[config.mk]
export PLATFORM = sky130hd
export DESIGN_NAME = instr_fetch_stage_flat
export DESIGN_NICKNAME = d
export VERILOG_FILES = /design/src/rtl/instr_fetch_stage_if.sv /design/src/rtl/instr_fetch_stage.sv /design/src/flat_wrapper.sv
export SDC_FILE = /design/constraint.sdc
export NUM_CORES = 1
export LEC_CHECK = 0
export ABC_AREA = 1
export CAP_MARGIN = 30
export CORE_ASPECT_RATIO = 1.75
export CORE_MARGIN = 3
export CORE_UTILIZATION = 30
export CTS_CLUSTER_SIZE = 25
export DETAILED_ROUTE_END_ITERATION = 8
export MAX_ROUTING_LAYER = met4
export PLACE_DENSITY = 0.64
export REMOVE_ABC_BUFFERS = 1
export SYNTH_ARGS = -nofsm -noshare
export SYNTH_HDL_FRONTEND = slang
export SYNTH_SLANG_ARGS = --single-unit
[constraint.sdc]
create_clock -name clk -period 3.44 [get_ports clk]
set_input_delay 1.032 -clock clk [delete_from_list [all_inputs] [get_ports clk]]
set_output_delay 1.032 -clock clk [all_outputs]
set_load 0.01 [all_outputs]
[src/rtl/instr_fetch_stage_if.sv]
// Instruction memory req/ack bus between the fetch stage and imem.
// The fetch stage is the master; memory is the slave.
interface instr_fetch_stage_if #(
  parameter int ADDR_WIDTH  = 32,
  parameter int INSTR_WIDTH = 32
);
  logic                   imem_req;
  logic [ADDR_WIDTH-1:0]  imem_addr;
  logic [INSTR_WIDTH-1:0] imem_rdata;
  logic                   imem_ack;

  modport master (
    output imem_req,
    output imem_addr,
    input  imem_rdata,
    input  imem_ack
  );

  modport slave (
    input  imem_req,
    input  imem_addr,
    output imem_rdata,
    output imem_ack
  );
endinterface

[src/rtl/instr_fetch_stage.sv]
// Fetch stage: holds PC, fetches over req/ack, issues Instr downstream,
// computes PC+4 or PC+ImmOp, counts retired instructions.
module instr_fetch_stage #(
  parameter int                    ADDR_WIDTH  = 32,
  parameter int                    INSTR_WIDTH = 32,
  parameter logic [ADDR_WIDTH-1:0] RESET_PC    = '0
) (
  input  logic                     clk,
  input  logic                     rst,
  input  logic                     en,
  instr_fetch_stage_if.master      imem,
  input  logic                     stall,
  input  logic                     PCsrc,
  input  logic [INSTR_WIDTH-1:0]   ImmOp,
  output logic [INSTR_WIDTH-1:0]   Instr,
  output logic                     instr_valid,
  output logic [ADDR_WIDTH-1:0]    PC,
  output logic                     misalign_err,
  output logic [31:0]              retire_count
);

  localparam logic [1:0] FETCH = 2'd0;
  localparam logic [1:0] ISSUE = 2'd1;
  localparam logic [1:0] HALT  = 2'd2;

  logic [1:0]             state_q, state_d;
  logic [ADDR_WIDTH-1:0]  pc_q, pc_d;
  logic [INSTR_WIDTH-1:0] instr_q, instr_d;
  logic                   valid_q, valid_d;
  logic                   err_q, err_d;
  logic [31:0]            cnt_q, cnt_d;
  logic [ADDR_WIDTH-1:0]  target;
  logic                   req;

  assign req = (state_q == FETCH) && en && !rst;

  assign imem.imem_req  = req;
  assign imem.imem_addr = pc_q;

  assign target = PCsrc ? pc_q + ImmOp[ADDR_WIDTH-1:0]
                        : pc_q + ADDR_WIDTH'(4);

  always_comb begin
    state_d = state_q;
    pc_d    = pc_q;
    instr_d = instr_q;
    valid_d = valid_q;
    err_d   = err_q;
    cnt_d   = cnt_q;
    case (state_q)
      FETCH: begin
        if (req && imem.imem_ack) begin
          instr_d = imem.imem_rdata;
          valid_d = 1'b1;
          state_d = ISSUE;
        end
      end
      ISSUE: begin
        if (!stall) begin
          valid_d = 1'b0;
          // misaligned targets park the stage until reset
          if (target[1:0] != 2'b00) begin
            err_d   = 1'b1;
            state_d = HALT;
          end else begin
            pc_d    = target;
            cnt_d   = cnt_q + 32'd1;
            state_d = FETCH;
          end
        end
      end
      HALT: begin
        valid_d = 1'b0;
      end
      default: begin
        valid_d = 1'b0;
        state_d = FETCH;
      end
    endcase
  end

  always_ff @(posedge clk) begin
    if (rst) begin
      state_q <= FETCH;
      pc_q    <= RESET_PC;
      instr_q <= '0;
      valid_q <= 1'b0;
      err_q   <= 1'b0;
      cnt_q   <= '0;
    end else begin
      state_q <= state_d;
      pc_q    <= pc_d;
      instr_q <= instr_d;
      valid_q <= valid_d;
      err_q   <= err_d;
      cnt_q   <= cnt_d;
    end
  end

  assign Instr        = instr_q;
  assign instr_valid  = valid_q;
  assign PC           = pc_q;
  assign misalign_err = err_q;
  assign retire_count = cnt_q;

endmodule

[src/flat_wrapper.sv]
// flat-port wrapper written by rule: the top's interface ports become plain ports
module instr_fetch_stage_flat 
#(
  parameter int                    ADDR_WIDTH  = 32,
  parameter int                    INSTR_WIDTH = 32,
  parameter logic [ADDR_WIDTH-1:0] RESET_PC    = '0
)
  (clk, rst, en, stall, PCsrc, ImmOp, Instr, instr_valid, PC, misalign_err, retire_count, imem_imem_req, imem_imem_addr, imem_imem_rdata, imem_imem_ack);
  instr_fetch_stage_if #(.ADDR_WIDTH(ADDR_WIDTH), .INSTR_WIDTH(INSTR_WIDTH)) imem_i ();
  input  logic clk;
  input  logic rst;
  input  logic en;
  input  logic stall;
  input  logic PCsrc;
  input  logic [INSTR_WIDTH-1:0] ImmOp;
  output logic [INSTR_WIDTH-1:0] Instr;
  output logic instr_valid;
  output logic [ADDR_WIDTH-1:0] PC;
  output logic misalign_err;
  output logic [31:0] retire_count;
  output wire logic [$bits(imem_i.imem_req)-1:0] imem_imem_req;
  output wire logic [$bits(imem_i.imem_addr)-1:0] imem_imem_addr;
  input wire logic [$bits(imem_i.imem_rdata)-1:0] imem_imem_rdata;
  input wire logic [$bits(imem_i.imem_ack)-1:0] imem_imem_ack;
  assign imem_imem_req = imem_i.imem_req;
  assign imem_imem_addr = imem_i.imem_addr;
  assign imem_i.imem_rdata = imem_imem_rdata;
  assign imem_i.imem_ack = imem_imem_ack;
  instr_fetch_stage #(.ADDR_WIDTH(ADDR_WIDTH), .INSTR_WIDTH(INSTR_WIDTH), .RESET_PC(RESET_PC)) u_core (.clk(clk), .rst(rst), .en(en), .imem(imem_i), .stall(stall), .PCsrc(PCsrc), .ImmOp(ImmOp), .Instr(Instr), .instr_valid(instr_valid), .PC(PC), .misalign_err(misalign_err), .retire_count(retire_count));
endmodule
==> flow_summary.ini <==
[outcome]
status = complete, no violations

[critical_path]
ff2ff_path_depth = 12
endpoint_kind = primary output
critPathMaxFanout = 2
r2r-start = u_core.PC[0]
cp.arrival_ns = 2.21
crit_required_ns = 2.41
reg2reg_slack_ns = 1.13
startpoint_type = primary input
worstSetupPathType = primary input to primary output
worstReg2RegEnd = u_core.retire_count[14]

[routing]
drt_wl_total_um = 26510
wire_per_inst_um = 15.72
drtAntennaViolNets = 0
vias_per_cell = 4.872
num_vias = 8215
drcViolationCount = 0
drtIter0Drc = 344
drtPass1Iterations = 4

[sta]
post-route-min-period_ns = 3.240
finalSetupTns_ns = 0
drv_slew = 0
fmax_mhz = 308.6
finalHoldViolCount = 0
rsz0062_at_grt = no
worst_pin_slew_ns = 0.7489
setup_violations = 0
period_share_pct = 94.19
relSlewSlack_pct = 50.07
clock_skew_ns = 0.008917

[synth]
synthesis.instances = 1209
yosysWarnings = 0
yosys.cell_types.count = 37
syn_area_per_cell_um2 = 6.155
syn_area_um2 = 7441
synth_ff_type = dfxtp_1
ys_ff_latch = 100
async_reset_ff_share_pct = 0
synth-seq-area-share_pct = 26.90
synth-edff-count = 0

[layout]
fin_util_pct = 41.03
drive_gt1_share_pct = 3.919
fin_nets = 1477
area_growth_pct = 33.51
antenna_cells = 0
post-route-cell-area_um2 = 9935

[pwr]
total_power_w = 0.002882
power.share.clock_pct = 39.9
ir_drop_v = 0.0002243
seq_power_share_pct = 42.6
power.internal_w = 0.002079
swShare_pct = 27.85
switching_power_w = 0.0008027
leakagePower_nw = 4.360
powerDensity_nw_per_um2 = 290.1
p_comb_share_pct = 17.5

[floorplan]
core_um2 = 24210
fp.dieW_um = 125.1
ios = 201
start_util_pct = 30.73
rows = 75
die_area_um2 = 26800
die_h_um = 214.3

[placed_design]
dpl-instance-area_um2 = 9604
hpwlAfterDp_um = 21180
place.gp.congestion = 0.9801
port-buffer-count = 200

[run]
drv_cap = 0

[min_path]
min_path_cells = 2
hp-class = flop to flop
min_from = u_core.misalign_err
hold_end = u_core.misalign_err

[global_routing]
antenna_found_initial = 0
grt_pass1_vias = 8134
grt_max_degree = 73
grt.overflow.total = 0
grt_pass1_wl_um = 41990
grt_usage_pct = 19.84

[clock_network]
hold_buffers = 0
cts_setup_buffers = 0
clk_latency_ns = 0.35
cts_tree = built
h-tree-depth = 3
cts_buffer_depth = 2
cts.clk_slew.worst_paths_ns = 0.07
clockRootBuffer = clkbuf_16
clock_sinks = 100
cts_buffers = 9
synthesized netlist by cell type, types with 7 or more instances:
cell	instances	area (µm²)
nand4_1	18	112.6
nand2_1	372	1396
buf_1	7	26.28
nand3b_1	10	75.07
o21ai_0	50	250.2
a21oi_1	118	590.6
inv_1	132	495.5
o21bai_1	8	60.06
ha_1	33	412.9
xor2_1	33	289.0
xnor2_1	11	96.34
dfxtp_1	100	2002
clkbuf_1	19	71.32
nor3_1	33	165.2
buf_4	32	240.2
nor2_1	94	352.8
nand3_1	88	440.4
metal layers:
metal  track usage, %  up-vias  part of all wire [%]
met4            9.298        0                   4.8
met3            2.468       67                   3.5
li1                 -     4213                     -
met2            38.07      242                    55
met5                -        -                     0
met1            19.43     3693                    36
flip-flops by register name, indices dropped and copies added (netlist names):
signal,flops
u_core.Instr,32
u_core.PC,32
u_core.retire_count,32
u_core.state_q,2
u_core.instr_valid,1
u_core.misalign_err,1
worst max-delay path: stages:
cell and delay (ns):
clkdlybuf4s50_1 0.45, nand2_1 0.05, nor2_1 0.13, clkdlybuf4s50_1 0.55
worst max path at each step:
| stage | startpoint | end | slack, ns | depth (start not counted) |
|---|---|---|---|---|
| detailed placement | rst | imem_imem_req | -0.07 | 5 |
| finish | en | imem_imem_req | 0.20 | 4 |
| global placement | rst | imem_imem_req | -0.09 | 5 |
| global route | en | imem_imem_req | 0.15 | 4 |
| CTS | rst | imem_imem_req | 0.18 | 5 |
| floorplan | rst | u_core.Instr[0] | 0.18 | 7 |
through the flow:
step	std cells	hold WS, ns	setup slack (ns)
detailed placement	1670	0.4426	-0.07339
finish	1686	0.4486	0.1997
CTS	1686	0.4522	0.1834
global route	1686	0.4839	0.1459
floorplan	1145	0.4680	0.1830
global placement	1669	0.4401	-0.08934
layout make-up:
cell class	instances	area (µm²)
Fill cell	2627	14280
Timing Repair Buffer	217	2145
Sequential cell	100	2002
Inverter	138	518.0
Clock buffer	9	225.2
Tap cell	308	385.4
Clock inverter	7	106.4
Multi-Input combinational cell	907	4553
kinds of logic (layout without fill, tap and decap cells):
family / Yosys count / in the layout / share of synthesized area [%]
buffers and inverters: 202 / 371 / 11.91
AO/OA/AOI/OAI: 191 / 191 / 13.37
flip-flops: 100 / 100 / 26.90
AND/OR/NAND/NOR: 638 / 638 / 36.83
XOR/XNOR: 44 / 44 / 5.179
adder cells (fa/ha/maj): 34 / 34 / 5.818
placed cells by master (no fill, tap or decap), types with 8 or more instances in the layout:
cell / instances
o21bai_1: 8
nor2_1: 94
ha_1: 33
nand3_1: 88
a21oi_1: 118
inv_1: 132
clkdlybuf4s50_1: 199
xor2_1: 33
nand2_1: 372
nor3_1: 33
nand3b_1: 10
buf_4: 15
o21ai_0: 50
dfxtp_1: 100
xnor2_1: 11
clkbuf_16: 9
nand4_1: 18
timing repair:
action,CTS,global route
resized for setup,1,0
setup endpoints to repair,1,0
hold endpoints to repair,0,0
power by group through the flow:
stage / combinational [W] / sequential [W] / clock (W)
2_1_floorplan: 0.000218 / 0.00127 / 0
6_report: 0.000504 / 0.00123 / 0.00115
3_3_place_gp: 0.000504 / 0.00125 / 0
4_1_cts: 0.000508 / 0.00123 / 0.00119
5_1_grt: 0.000557 / 0.00123 / 0.00122
3_5_place_dp: 0.000506 / 0.00126 / 0
Note: power is estimated with default switching activity, not from simulation.
